--- config.mk ---
export PLATFORM = sky130hd
export DESIGN_NAME = uart_rx_fifo
export DESIGN_NICKNAME = d
export VERILOG_FILES = /design/src/rtl/uart_rx_fifo.sv
export SDC_FILE = /design/constraint.sdc
export NUM_CORES = 1
export LEC_CHECK = 0
export ABC_AREA = 0
export BUFFER_PORTS_ARGS = -buffer_cell sky130_fd_sc_hd__buf_2
export CORE_ASPECT_RATIO = 1.1
export CORE_MARGIN = 2
export CORE_UTILIZATION = 60
export DETAILED_ROUTE_END_ITERATION = 7
export PLACE_DENSITY = 0.79
export SLEW_MARGIN = 20
export SYNTH_ARGS = -nofsm -noshare
export SYNTH_HDL_FRONTEND = slang
export SYNTH_SLANG_ARGS = --single-unit
--- constraint.sdc ---
create_clock -name clock_i -period 2.9 [get_ports clock_i]
set_input_delay 0 -clock clock_i [delete_from_list [all_inputs] [get_ports clock_i]]
set_output_delay 0 -clock clock_i [all_outputs]
set_load 0.01 [all_outputs]
--- src/rtl/uart_rx_fifo.sv ---
// uart_rx_fifo: 16x-oversampled UART receiver feeding a first-word-fall-through byte FIFO
module uart_rx_fifo #(
    parameter int N_BITS     = 8,
    parameter int SB_TICK    = 16,
    parameter int FIFO_DEPTH = 4,
    parameter int NB_PTR     = 2
) (
    input  logic              clock_i,
    input  logic              reset_i,
    input  logic              s_tick,
    input  logic              rx,
    input  logic              pop_i,
    input  logic              clear_err_i,
    output logic [N_BITS-1:0] dout,
    output logic              empty_o,
    output logic              full_o,
    output logic              rx_done_tick,
    output logic              frame_err_o,
    output logic              overrun_o
);
    localparam int NB_N = (N_BITS > 1) ? $clog2(N_BITS) : 1;

    typedef enum logic [4:0] {
        IDLE      = 5'b00001,
        START     = 5'b00010,
        DATA      = 5'b00100,
        STOP      = 5'b01000,
        WAIT_IDLE = 5'b10000
    } state_t;

    state_t            state_q, state_d;
    logic              rx_meta_q, rx_s_q;
    logic [3:0]        s_q, s_d;
    logic [NB_N-1:0]   n_q, n_d;
    logic [N_BITS-1:0] b_q, b_d;
    logic [N_BITS-1:0] mem_q [FIFO_DEPTH];
    logic [N_BITS-1:0] mem_d [FIFO_DEPTH];
    logic [NB_PTR-1:0] wr_ptr_q, wr_ptr_d, rd_ptr_q, rd_ptr_d;
    logic [NB_PTR:0]   cnt_q, cnt_d;
    logic              rx_done_q, frame_err_q, frame_err_d, overrun_q, overrun_d;
    logic              stop_ok, set_fe, set_ov, push, pop, full;

    always_comb begin
        state_d = state_q;
        s_d     = s_q;
        n_d     = n_q;
        b_d     = b_q;
        stop_ok = 1'b0;
        set_fe  = 1'b0;
        case (state_q)
            IDLE: if (!rx_s_q) begin
                s_d     = '0;
                state_d = START;
            end
            START: if (s_tick) begin
                if (s_q == 4'd7) begin
                    // A line that is high again at mid start bit was only a glitch
                    if (rx_s_q) state_d = IDLE;
                    else begin
                        s_d     = '0;
                        n_d     = '0;
                        state_d = DATA;
                    end
                end else s_d = s_q + 4'd1;
            end
            DATA: if (s_tick) begin
                if (s_q == 4'd15) begin
                    s_d = '0;
                    b_d = {rx_s_q, b_q[N_BITS-1:1]};
                    if (n_q == NB_N'(N_BITS - 1)) state_d = STOP;
                    else n_d = n_q + 1'b1;
                end else s_d = s_q + 4'd1;
            end
            STOP: if (s_tick) begin
                if (s_q == 4'(SB_TICK - 1)) begin
                    s_d     = '0;
                    stop_ok = rx_s_q;
                    set_fe  = !rx_s_q;
                    state_d = rx_s_q ? IDLE : WAIT_IDLE;
                end else s_d = s_q + 4'd1;
            end
            WAIT_IDLE: if (rx_s_q) state_d = IDLE;
            default: state_d = IDLE;
        endcase
    end

    // A pop on the decision cycle frees the head slot, so a full FIFO still accepts the byte
    always_comb begin
        full        = cnt_q == (NB_PTR + 1)'(FIFO_DEPTH);
        pop         = pop_i && (cnt_q != '0);
        push        = stop_ok && (!full || pop);
        set_ov      = stop_ok && full && !pop;
        mem_d       = mem_q;
        if (push) mem_d[wr_ptr_q] = b_q;
        wr_ptr_d    = wr_ptr_q + NB_PTR'(push);
        rd_ptr_d    = rd_ptr_q + NB_PTR'(pop);
        cnt_d       = cnt_q + (NB_PTR + 1)'(push) - (NB_PTR + 1)'(pop);
        frame_err_d = set_fe || (frame_err_q && !clear_err_i);
        overrun_d   = set_ov || (overrun_q && !clear_err_i);
    end

    always_ff @(posedge clock_i) begin
        if (!reset_i) begin
            rx_meta_q   <= 1'b1;
            rx_s_q      <= 1'b1;
            state_q     <= IDLE;
            s_q         <= '0;
            n_q         <= '0;
            b_q         <= '0;
            mem_q       <= '{default: '0};
            wr_ptr_q    <= '0;
            rd_ptr_q    <= '0;
            cnt_q       <= '0;
            rx_done_q   <= 1'b0;
            frame_err_q <= 1'b0;
            overrun_q   <= 1'b0;
        end else begin
            rx_meta_q   <= rx;
            rx_s_q      <= rx_meta_q;
            state_q     <= state_d;
            s_q         <= s_d;
            n_q         <= n_d;
            b_q         <= b_d;
            mem_q       <= mem_d;
            wr_ptr_q    <= wr_ptr_d;
            rd_ptr_q    <= rd_ptr_d;
            cnt_q       <= cnt_d;
            rx_done_q   <= push;
            frame_err_q <= frame_err_d;
            overrun_q   <= overrun_d;
        end
    end

    assign dout         = mem_q[rd_ptr_q];
    assign empty_o      = cnt_q == '0;
    assign full_o       = full;
    assign rx_done_tick = rx_done_q;
    assign frame_err_o  = frame_err_q;
    assign overrun_o    = overrun_q;
endmodule

======== Yosys cells after proc, flatten, opt, wreduce, memory -nomap -nowiden ========
Index checks and enable logic that the tools add are counted.
cells by class
  add/sub/neg operators ................... 6
  $lt $le $gt $ge ......................... 3
  eq/ne operators ......................... 21
  multiplexer cells ....................... 37
  bitwise logic cells ..................... 2
  reductions and logical operators ........ 23
operators by type and width
  kind                                                      count
  two-way mux 5 bit                                         10
  bitwise mux 32 bit                                        1
  case mux 5 bit (5 select lines)                           1
  two-way mux 8 bit                                         3
  != test 2 bit, second input constant                      11
  two-way mux 3 bit                                         7
  two-way mux 4 bit                                         5
  binary-select mux 8 bit (select 2 bit)                    1
  demux 8 bit (select 2 bit)                                1
  case mux 4 bit (3 select lines)                           1
  AND reduction 9 bit                                       1
  logical AND 1 bit                                         7
  AND reduction 7 bit                                       1
  equality test 3 bit, second input constant                2
  greater-or-equal comparator 3 bit, second input constant  2
  two-way mux 1 bit                                         6
  inverter 2 -> 3 bit                                       2
  case mux 3 bit (2 select lines)                           1
  AND reduction 3 bit                                       2
  nonzero test 3 bit                                        2
  equality test 5 x 1 -> 1 bit, second input constant       1
  equality test 5 x 2 -> 1 bit, second input constant       1
  equality test 5 x 3 -> 1 bit, second input constant       1
  equality test 5 x 4 -> 1 bit, second input constant       1
  other kinds (15)                                          21
storage, ports and cells
  register bits after elaboration ......... 64
  input port bits ......................... 6
  logic and storage cells ................. 108

======== Logic depth before layout (Yosys ltp) ========
Gate-level depths: netlist of run 1.
  word-level depth ........................ 7
  mapped depth ............................ 11
  mapped depth without buffers ............ 10

======== Worst setup path before layout of run 1 ========
Ideal clock, no wire load.
  kind .................................... flip-flop to flip-flop
  from .................................... register s_q[0]
  to ...................................... register cnt_q[2]
  data arrival time ....................... 2.306 ns
  required time ........................... 2.771 ns
  slack ................................... 0.465 ns
  cell stages (with the launch flop) ...... 11
  clock period less this slack ............ 2.435 ns
  cell sequence ........................... dfxtp_1 -> ha_1 -> and4_4 -> nand4_4 -> ha_1 -> inv_1 -> ha_1 -> fa_1 -> xnor2_1 -> xnor2_1 -> nor2_1
between the ends
  longest elaborated chain between the ends .. 7
RTL lines
  element                    line  text
  from (decl)                33    logic [3:0] s_q, s_d;
  from (signal assigned)     107   s_q <= '0;
  from (signal assigned)     121   s_q <= s_d;
  equality test 4 bit        75    if (s_q == 4'(SB_TICK - 1)) begin
  two-way mux 1 bit          75
  two-way mux 1 bit          74    STOP: if (s_tick) begin
  two-way mux 1 bit          50    case (state_q)
  logical AND 1 bit          91    push = stop_ok && (!full || pop);
  adder 3 x 1 -> 3 bit       97    cnt_d = cnt_q + (NB_PTR + 1)'(push) - (NB_PTR + 1)'(pop);
  subtractor 3 x 1 -> 3 bit  97
  to (signal assigned)       127   cnt_q <= cnt_d;
  to (decl)                  39    logic [NB_PTR:0] cnt_q, cnt_d;
Every way passes these cells.
A chain may end at the register's enable or synchronous reset.

======== Final worst setup path of run 1 ========
Same ends and word-level chain as after synthesis.

==> impl_metrics.env, run 1 <==
export IMPL_power_switching_share=0.317
export IMPL_p_int_uw=1580
export IMPL_clkPwrFrac=0.342
export IMPL_yosys_area_top_type_share=0.419
export IMPL_core_area_sq_um=4970
export IMPL_htree_levels=3
export IMPL_netlist_area_sq_um=3060
export IMPL_antenna_found_initial=0
export IMPL_avgSynthCellArea_sq_um=9.77
export IMPL_worstHoldPathType="input pin to flop"
export IMPL_cp_start_kind="flop"
export IMPL_grt_usage=0.241
export IMPL_synth_common_cells="dfxtp_1 (64), nand2_1 (56), mux2i_1 (33)"
export IMPL_setup_viol=0
export IMPL_nNetsFinal=344
export IMPL_wirelength_um=6120
export IMPL_num_vias=2316
export IMPL_grt_pass1_wl_um=10500
export IMPL_numCtsBuffers=9
export IMPL_power_density_nw_per_um2=681
export IMPL_status="finished clean"
export IMPL_dp_hpwl_um=4100
export IMPL_port_buffers=18
export IMPL_place_inst=375
export IMPL_path_max_fanout=8
export IMPL_utilization=0.682
export IMPL_grt_max_degree=34
export IMPL_slowest_stage="dfxtp_1"
export IMPL_p_seq_frac=0.457
export IMPL_reg2reg_slack_ns=0.37
export IMPL_drtIter0Drc=147
export IMPL_cp_required_ns=3.11
export IMPL_min_period_ns=2.53
export IMPL_synth_edf_count=0
export IMPL_cts_setup_buffers=0
export IMPL_postRouteAntennaNets=0
export IMPL_drive_gt1_frac=0.188
export IMPL_insertion_delay_ns=0.35
export IMPL_diodes=0
export IMPL_synthArstFlopShare=0
export IMPL_cts_clk_slew_worst_paths_ns=0.07
export IMPL_ys_warn_count=0
export IMPL_slew_headroom=0.513
export IMPL_synthCells=313
export IMPL_peakVddDrop_v=0.000426
export IMPL_crit_arrival_ns=2.74
export IMPL_synth_seq_cells=64
export IMPL_fp_dieW_um=72.1
export IMPL_drt_pre_antenna_iters=4
export IMPL_groute_layer_met2_usage=0.382
export IMPL_ctsResizeCount=0
export IMPL_final_hold_violation_count=0
export IMPL_clock_skew_ns=0.00762
export IMPL_busiest_layer="met2"
export IMPL_yosysTopAreaCell="dfxtp_1"
export IMPL_cts_tree="yes"
export IMPL_place_congestion=0.868
export IMPL_p_leak_uw=0.00121
export IMPL_whs_ns=0.0874
export IMPL_start_util=0.616
export IMPL_timing_critical_path_cells="ha_1 -> and4_4 -> nand4_4 -> ha_1 -> inv_1 -> ha_1 -> fa_1 -> xnor2_1 -> xnor2_1 -> nor2_1"
export IMPL_fin_setup_tns_ns=0
export IMPL_setup_worst_path_end_class="flop"
export IMPL_p_comb_frac=0.202
export IMPL_dieArea_sq_um=5680
export IMPL_ys_seq_area_frac=0.419
export IMPL_synthToLayoutAreaGrowth_pct=10.7
export IMPL_io_pins=19
export IMPL_wl_per_cell_um=15.6
export IMPL_period_share=0.871
export IMPL_worst_setup_path_type="flop to flop"
export IMPL_clock_fmax_mhz=396
export IMPL_ys_types=56
export IMPL_row_count=27
export IMPL_grt_overflow=0
export IMPL_tightest_slew_ns=0.730
export IMPL_vias_per_cell=5.89
export IMPL_synth_area_top_cells="dfxtp_1 (42%), mux2i_1 (11%), nand2_1 (6.9%), mux4_2 (5.9%), ha_1 (2.9%)"
export IMPL_use_met3=0.0596
export IMPL_grt_use_met1=0.297
export IMPL_cts_buffer_depth=2
export IMPL_cts_sinks=64
export IMPL_syn_nets=327
export IMPL_max_stage_delay_ns=0.39
export IMPL_drc=0
export IMPL_rsz0062_at_grt="no"
export IMPL_p_switching_uw=730
export IMPL_slew_violations=0
export IMPL_die_h_um=78.9
export IMPL_yosysMostFrequentCell="dfxtp_1"
export IMPL_path_common_cell="ha_1"
export IMPL_max_cap_violations=0
export IMPL_grt_pass1_vias=2211
export IMPL_fin_cells=393
export IMPL_cts_root_buffer="clkbuf_8"
export IMPL_ys_flop_type="dfxtp_1"
what timing repair did:
item,4_1_cts,5_1_grt
setup endpoints to repair,0,0
hold buffers,2,0
endpoints found under the hold margin,3,0
power by group through the flow:
stage	registers, uW	clock network (uW)	logic (uW)
after floorplan	974	0	467
after global placement	1070	0	434
after detailed placement	1070	0	455
after CTS	1060	792	462
after global routing	1070	841	522
final	1050	788	465
per-stage QoR:
stage	worst slack (ns)	total power [uW]	instance area [sq um]
2_1_floorplan	0.465	1440	3060
3_3_place_gp	0.492	1500	3160
3_5_place_dp	0.385	1530	3160
4_1_cts	0.368	2310	3380
5_1_grt	0.178	2430	3380
6_report	0.373	2310	3380
per-layer routing:
| layer | routed length (um) | up-vias | part of all wire |
|---|---|---|---|
| met5 | 0 | - | 0 |
| met4 | 199 | 0 | 0.033 |
| met3 | 301 | 19 | 0.049 |
| met2 | 2880 | 78 | 0.47 |
| met1 | 2740 | 1091 | 0.45 |
| li1 | - | 1128 | - |
final cells by class:
class | count | area (sq um)
Fill cell | 371 | 1580
Sequential cell | 64 | 1280
Tap cell | 58 | 72.6
Timing Repair Buffer | 27 | 163
Inverter | 8 | 30.0
Multi-Input combinational cell | 220 | 1630
Clock inverter | 6 | 66.3
Clock buffer | 10 | 138
cell usage in the layout (no fill, tap or decap), types with 3 or more instances in the layout:
master and count:
ha_1 7, clkbuf_8 10, clkinvlp_4 3, o21ai_0 5, nand2b_1 7, buf_4 7, mux4_2 8, nor3_1 3
o22ai_1 3, nor2_1 10, a221oi_1 3, mux2i_1 33, nand2_1 56, nand3b_1 3, a21oi_1 13, buf_2 18
nand3_1 15, and2_1 6, nor3b_1 5, xnor2_1 5, inv_1 8, dfxtp_1 64
critical path: cells and delay by family, from the launching register on:
| kind | cells | cell delay, ns |
|---|---|---|
| fa+ha+maj | 4 | 1.19 |
| flops | 1 | 0.39 |
| buf+inv | 1 | 0.04 |
| simple gates | 3 | 0.45 |
| xor+xnor | 2 | 0.33 |
kinds of logic (layout without fill, tap and decap cells):
family	Yosys count	count (layout)	share of synthesized area
AO/OA/AOI/OAI	40	40	0.0888
XOR/XNOR	7	7	0.0200
adder cells (fa/ha/maj)	8	8	0.0352
buffers and inverters	29	51	0.0466
flip-flops	64	64	0.419
multiplexers	41	41	0.167
AND/OR/NAND/NOR	124	124	0.223
sequential cells by signal (all words and copies together) (netlist names), 2 cells and up:
register  count
wr_ptr_q      2
b_q           8
cnt_q         3
state_q       5
n_q           3
mem_q        32
rd_ptr_q      2
s_q           4
final timing paths:
kind                                 from  cells after the start  endpoint
worst max-delay path               s_q[0]                     10  cnt_q[2]
worst min-delay path              reset_i                      2    s_q[0]
worst max register to register     s_q[0]                     10  cnt_q[2]
worst min register to register  rx_meta_q                      1    rx_s_q
(Power assumes the default switching activity.)
==> inputs of run 2 (changes only) <==
Settings changed: BUFFER_PORTS_ARGS -buffer_cell sky130_fd_sc_hd__buf_2 to default, CORE_UTILIZATION 60 to 35, DONT_BUFFER_PORTS from default to 1, PLACE_DENSITY 0.79 to default.
==> impl_metrics.env, run 2 (synthesis results as in run 1) <==
export IMPL_status="finished clean"
export IMPL_final_hold_violation_count=0
export IMPL_wirelength_um=6180
export IMPL_dp_hpwl_um=4110
export IMPL_reg2reg_slack_ns=0.32
export IMPL_rr_startpoint="s_q[0]"
export IMPL_period_share=0.888
export IMPL_drt_pre_antenna_iters=4
export IMPL_worst_setup_path_type="flop to flop"
export IMPL_num_vias=2192
export IMPL_r2r_cells=10
export IMPL_whs_path_depth=2
export IMPL_row_count=35
export IMPL_cts_clk_slew_worst_paths_ns=0.07
export IMPL_largestRegisters="mem_q (32), b_q (8), state_q (5)"
export IMPL_rsz0062_at_grt="no"
export IMPL_worstHoldPathType="input pin to flop"
export IMPL_setup_worst_path_end_class="flop"
export IMPL_p_seq_frac=0.473
export IMPL_drc=0
export IMPL_cts_hold_buf=6
export IMPL_grt_pass1_vias=2201
export IMPL_wl_per_cell_um=14.4
export IMPL_grt_pass1_wl_um=10600
export IMPL_drive_gt1_frac=0.135
export IMPL_power_density_nw_per_um2=650
export IMPL_htree_levels=3
export IMPL_die_h_um=102
export IMPL_p_leak_uw=0.00113
export IMPL_max_cap_violations=0
export IMPL_nNetsFinal=329
export IMPL_p_switching_uw=684
export IMPL_clkPwrFrac=0.308
export IMPL_tightest_slew_ns=0.766
export IMPL_min_period_ns=2.58
export IMPL_grt_overflow=0
export IMPL_diodes=0
export IMPL_r2r_end="cnt_q[2]"
export IMPL_place_congestion=0.857
export IMPL_insertion_delay_ns=0.33
export IMPL_p_int_uw=1510
export IMPL_slew_headroom=0.489
export IMPL_p_comb_frac=0.220
export IMPL_clock_fmax_mhz=388
export IMPL_start_util=0.362
export IMPL_peakVddDrop_v=0.000196
export IMPL_cp_required_ns=3.09
export IMPL_vias_per_cell=5.10
export IMPL_grt_usage=0.143
export IMPL_layout_common_cells="dfxtp_1 (64), nand2_1 (56), mux2i_1 (33), nand3_1 (15), a21oi_1 (13)"
export IMPL_synthToLayoutAreaGrowth_pct=10.3
export IMPL_io_pins=19
export IMPL_fp_dieW_um=93.1
export IMPL_min_to="s_q[0]"
export IMPL_cp_start_kind="flop"
export IMPL_antenna_found_initial=0
export IMPL_power_switching_share=0.312
export IMPL_crit_arrival_ns=2.77
export IMPL_ctsResizeCount=0
export IMPL_cts_setup_buffers=0
export IMPL_cts_sinks=64
export IMPL_numCtsBuffers=9
export IMPL_largest_register_ff_count=32
export IMPL_drtIter0Drc=78
export IMPL_top_register="mem_q"
export IMPL_stdcell_area_sq_um=3370
export IMPL_slew_violations=0
export IMPL_port_buffers=0
export IMPL_cts_tree="yes"
export IMPL_fin_setup_tns_ns=0
export IMPL_layout_commonest_cell="dfxtp_1"
export IMPL_hp_start="reset_i"
export IMPL_setup_viol=0
export IMPL_cts_buffer_depth=2
export IMPL_core_area_sq_um=8450
export IMPL_post_dp_cell_area_sq_um=3130
export IMPL_grt_max_degree=55
export IMPL_clock_skew_ns=0.00428
export IMPL_path_max_fanout=8
export IMPL_postRouteAntennaNets=0
export IMPL_dieArea_sq_um=9500
export IMPL_cts_root_buffer="clkbuf_8"
run 2: cell types whose count changed in the layout (fill, tap and decap cells not counted):
cell	previous run	this run
clkbuf_1	0	1
buf_4	7	6
inv_6	1	0
buf_2	18	0
clkinv_2	1	2
clkbuf_8	10	11
bufinv_16	1	0
dlygate4sd3_1	2	5
buf_12	0	1
clkinvlp_4	3	1
run 2: worst max-delay path by stage:
stage | start | to | cells after the start
after floorplan | s_q[0] | cnt_q[2] | 10
after global placement | s_q[0] | cnt_q[2] | 10
after detailed placement | s_q[0] | cnt_q[2] | 10
after CTS | s_q[0] | cnt_q[2] | 10
after global routing | s_q[0] | cnt_q[2] | 10
final | s_q[0] | cnt_q[2] | 10
run 2: power by group through the flow:
stage	Clock (uW)	Combinational [uW]	Sequential (uW)
4_1_cts	692	485	1040
3_5_place_dp	0	463	1060
5_1_grt	731	543	1050
6_report	674	482	1040
2_1_floorplan	0	467	974
3_3_place_gp	0	459	1060
run 2: layout make-up:
class                           count  area (sq um)
Fill cell                         833          5080
Multi-Input combinational cell    220          1630
Sequential cell                    64          1280
Clock buffer                       12           155
Tap cell                          111           139
Timing Repair Buffer               12           115
Inverter                            8          30.0
Clock inverter                      3          17.5
run 2: critical path, cell delays in order, from the launching register on:
cell and delay [ns]:
dfxtp_1 0.39, ha_1 0.30, and4_4 0.28, nand4_4 0.18
ha_1 0.33, inv_1 0.04, ha_1 0.18, fa_1 0.38
xnor2_1 0.17, xnor2_1 0.14, nor2_1 0.05
run 2: layer usage:
layer  global-route usage  share of wire  up-vias
met1                0.173           0.46     1052
li1                     -              -     1104
met2                0.240           0.49       26
met4               0.0645          0.018        0
met5                    0              0        -
met3               0.0354          0.028       10
run 2: stage by stage:
stage               setup slack (ns)   util  hold WS, ns  power, uW  std cells
CTS                            0.310  0.399     0.000310       2220        430
detailed placement             0.330  0.370       0.0824       1520        409
global placement               0.379  0.370       0.0812       1510        409
floorplan                      0.465      -        0.101       1440        313
global route                   0.164  0.399       0.0140       2320        430
finish                         0.324  0.399      0.00102       2190        430
==> inputs of run 3 (changes only) <==
Settings changed: ABC_AREA 0 to 1.
==> impl_metrics.env, run 3 <==
export IMPL_drive_gt1_frac=0.0823
export IMPL_slowest_stage="dfxtp_1"
export IMPL_synth_common_cells="nand2_1 (123), dfxtp_1 (64), nor2_1 (64)"
export IMPL_die_h_um=104
export IMPL_grt_overflow=0
export IMPL_dp_hpwl_um=5340
export IMPL_diodes=0
export IMPL_max_stage_delay_ns=0.44
export IMPL_ys_types=29
export IMPL_wl_per_cell_um=13.2
export IMPL_cp_top_family="adder cells"
export IMPL_setup_worst_path_end_class="flop"
export IMPL_setup_viol=0
export IMPL_slew_violations=0
export IMPL_ys_seq_area_frac=0.403
export IMPL_cts_sinks=64
export IMPL_power_switching_share=0.379
export IMPL_grt_max_degree=38
export IMPL_yosysMostFrequentCell="nand2_1"
export IMPL_p_leak_uw=0.00149
export IMPL_largestRegisters="mem_q (32), b_q (8), state_q (5)"
export IMPL_port_buffers=0
export IMPL_antenna_found_initial=0
export IMPL_avgSynthCellArea_sq_um=6.86
export IMPL_cp_num_buf_inv=2
export IMPL_clkPwrFrac=0.320
export IMPL_drt_pre_antenna_iters=4
export IMPL_grt_pass1_vias=2693
export IMPL_groute_layer_met2_usage=0.260
export IMPL_core_area_sq_um=8830
export IMPL_layout_common_cells="nand2_1 (123), nor2_1 (64), dfxtp_1 (64), nand3_1 (43)"
export IMPL_layout_commonest_cell="nand2_1"
export IMPL_htree_levels=3
export IMPL_p_int_uw=1710
export IMPL_p_switching_uw=1050
export IMPL_path_max_fanout=7
export IMPL_p_comb_frac=0.313
export IMPL_regArea_sq_um=1280
export IMPL_multi_input_area_sq_um=1650
export IMPL_insertion_delay_ns=0.34
export IMPL_yosys_area_top_type_share=0.403
export IMPL_syn_nets=478
export IMPL_peakVddDrop_v=0.000399
export IMPL_synth_area_top_cells="dfxtp_1 (40%), nand2_1 (15%), nor2_1 (7.6%), nand3_1 (6.8%), a21oi_1 (6.4%)"
export IMPL_reg2reg_slack_ns=0.27
export IMPL_postRouteAntennaNets=0
export IMPL_p_seq_frac=0.367
export IMPL_yosysTopAreaCell="dfxtp_1"
export IMPL_grt_use_met1=0.223
export IMPL_synthToLayoutAreaGrowth_pct=10.9
export IMPL_timing_critical_path_cells="ha_1 -> nand2_2 -> nor2_4 -> nand2_1 -> nor3_1 -> inv_1 -> ha_1 -> inv_1 -> ha_1 -> fa_1 -> xor2_1 -> nor2_1"
export IMPL_fillCellCount=963
export IMPL_use_met3=0.0290
export IMPL_cp_required_ns=3.14
export IMPL_fin_setup_tns_ns=0
export IMPL_path_common_cell="ha_1"
export IMPL_io_pins=19
export IMPL_power_uw=2760
export IMPL_drc=0
export IMPL_ys_warn_count=0
export IMPL_clock_skew_ns=0.00722
export IMPL_power_density_nw_per_um2=782
export IMPL_synth_edf_count=0
export IMPL_worst_setup_path_type="flop to flop"
export IMPL_clock_fmax_mhz=381
export IMPL_worstHoldPathType="input pin to flop"
export IMPL_min_period_ns=2.63
export IMPL_period_share=0.906
export IMPL_place_congestion=0.873
export IMPL_wirelength_um=7760
export IMPL_ctsResizeCount=0
export IMPL_rsz0062_at_grt="no"
export IMPL_grt_pass1_wl_um=13000
export IMPL_status="finished clean"
export IMPL_cts_tree="yes"
export IMPL_slew_headroom=0.497
export IMPL_tightest_slew_ns=0.752
export IMPL_numCtsBuffers=9
export IMPL_final_hold_violation_count=0
export IMPL_dieArea_sq_um=9870
export IMPL_cts_clk_slew_worst_paths_ns=0.08
export IMPL_busiest_layer="met2"
export IMPL_largest_register_ff_count=32
export IMPL_synthCells=464
export IMPL_vias_per_cell=4.93
export IMPL_cts_setup_buffers=0
export IMPL_synthArstFlopShare=0
export IMPL_ys_flop_type="dfxtp_1"
export IMPL_num_vias=2896
export IMPL_cp_start_kind="flop"
export IMPL_row_count=36
export IMPL_top_register="mem_q"
export IMPL_max_cap_violations=0
export IMPL_crit_arrival_ns=2.86
export IMPL_start_util=0.360
export IMPL_nNetsFinal=483
export IMPL_fp_dieW_um=94.9
export IMPL_drtIter0Drc=140
export IMPL_cts_buffer_depth=2
export IMPL_cts_hold_buf=4
export IMPL_grt_usage=0.166
export IMPL_netlist_area_sq_um=3180
export IMPL_synth_seq_cells=64
export IMPL_cts_root_buffer="clkbuf_8"
[run 3: cell count changes after synthesis, sizes merged, moves of 6 or more]
cell / change
nor3b: -6
and2: -6
o21ai: +23
nand2b: -7
nor2: +61
nand2: +68
mux2i: -33
inv: +35
mux4: -8
a21oi: +26
nand3: +29
[run 3: area by class of cell]
type | count | area share
flip-flops and latches | 64 | 0.363
clock inverters | 7 | 0.0291
clock buffers | 9 | 0.0351
inverters | 44 | 0.0475
repair buffers | 7 | 0.0177
well taps | 114 | 0.0404
multi-input cells | 343 | 0.467
[run 3: per-layer routing]
metal  routed length, um  part of all wire  vias to the layer above
li1                    -                 -                     1510
met1                3700              0.48                     1322
met2                3660              0.47                       52
met3                 248             0.032                       12
met4                 148             0.019                        0
met5                   0                 0                        -
[run 3: power by group through the flow]
stage,Combinational [uW],Clock [uW],Sequential [uW]
2_1_floorplan,679,0,1020
3_3_place_gp,850,0,1030
3_5_place_dp,851,0,1030
4_1_cts,866,905,1010
5_1_grt,990,944,1020
6_report,864,883,1010
[run 3: logic make-up (layout without fill, tap and decap cells)]
| group | count (synthesis) | in the layout | share of synthesized area |
|---|---|---|---|
| xor+xnor | 4 | 4 | 0.0110 |
| compound gates | 77 | 77 | 0.125 |
| simple gates | 254 | 254 | 0.348 |
| fa+ha+maj | 8 | 8 | 0.0338 |
| buf+inv | 57 | 67 | 0.0790 |
| flops | 64 | 64 | 0.403 |
[run 3: final timing paths]
kind             start  cells past startpoint          to
min reg2reg  rx_meta_q                      1      rx_s_q
max reg2reg     s_q[0]                     12    cnt_q[2]
max             s_q[0]                     12    cnt_q[2]
min             s_tick                      5  state_q[2]
[run 3: per-stage QoR]
step                      setup slack (ns)  instances  utilization  hold WS (ns)  area (sq um)
after floorplan                      0.503        464            -         0.107          3180
after global placement               0.333        568        0.370        0.0946          3260
after detailed placement             0.289        568        0.370         0.100          3260
after CTS                            0.261        588        0.400        0.0616          3530
after global routing                0.0694        588        0.400        0.0777          3530
final                                0.274        588        0.400        0.0723          3530
[run 3: tightest hold or removal path, delay by kind of cell]
kind | cells | cell delay (ns)
simple gates | 4 | 0.28
compound gates | 1 | 0.10
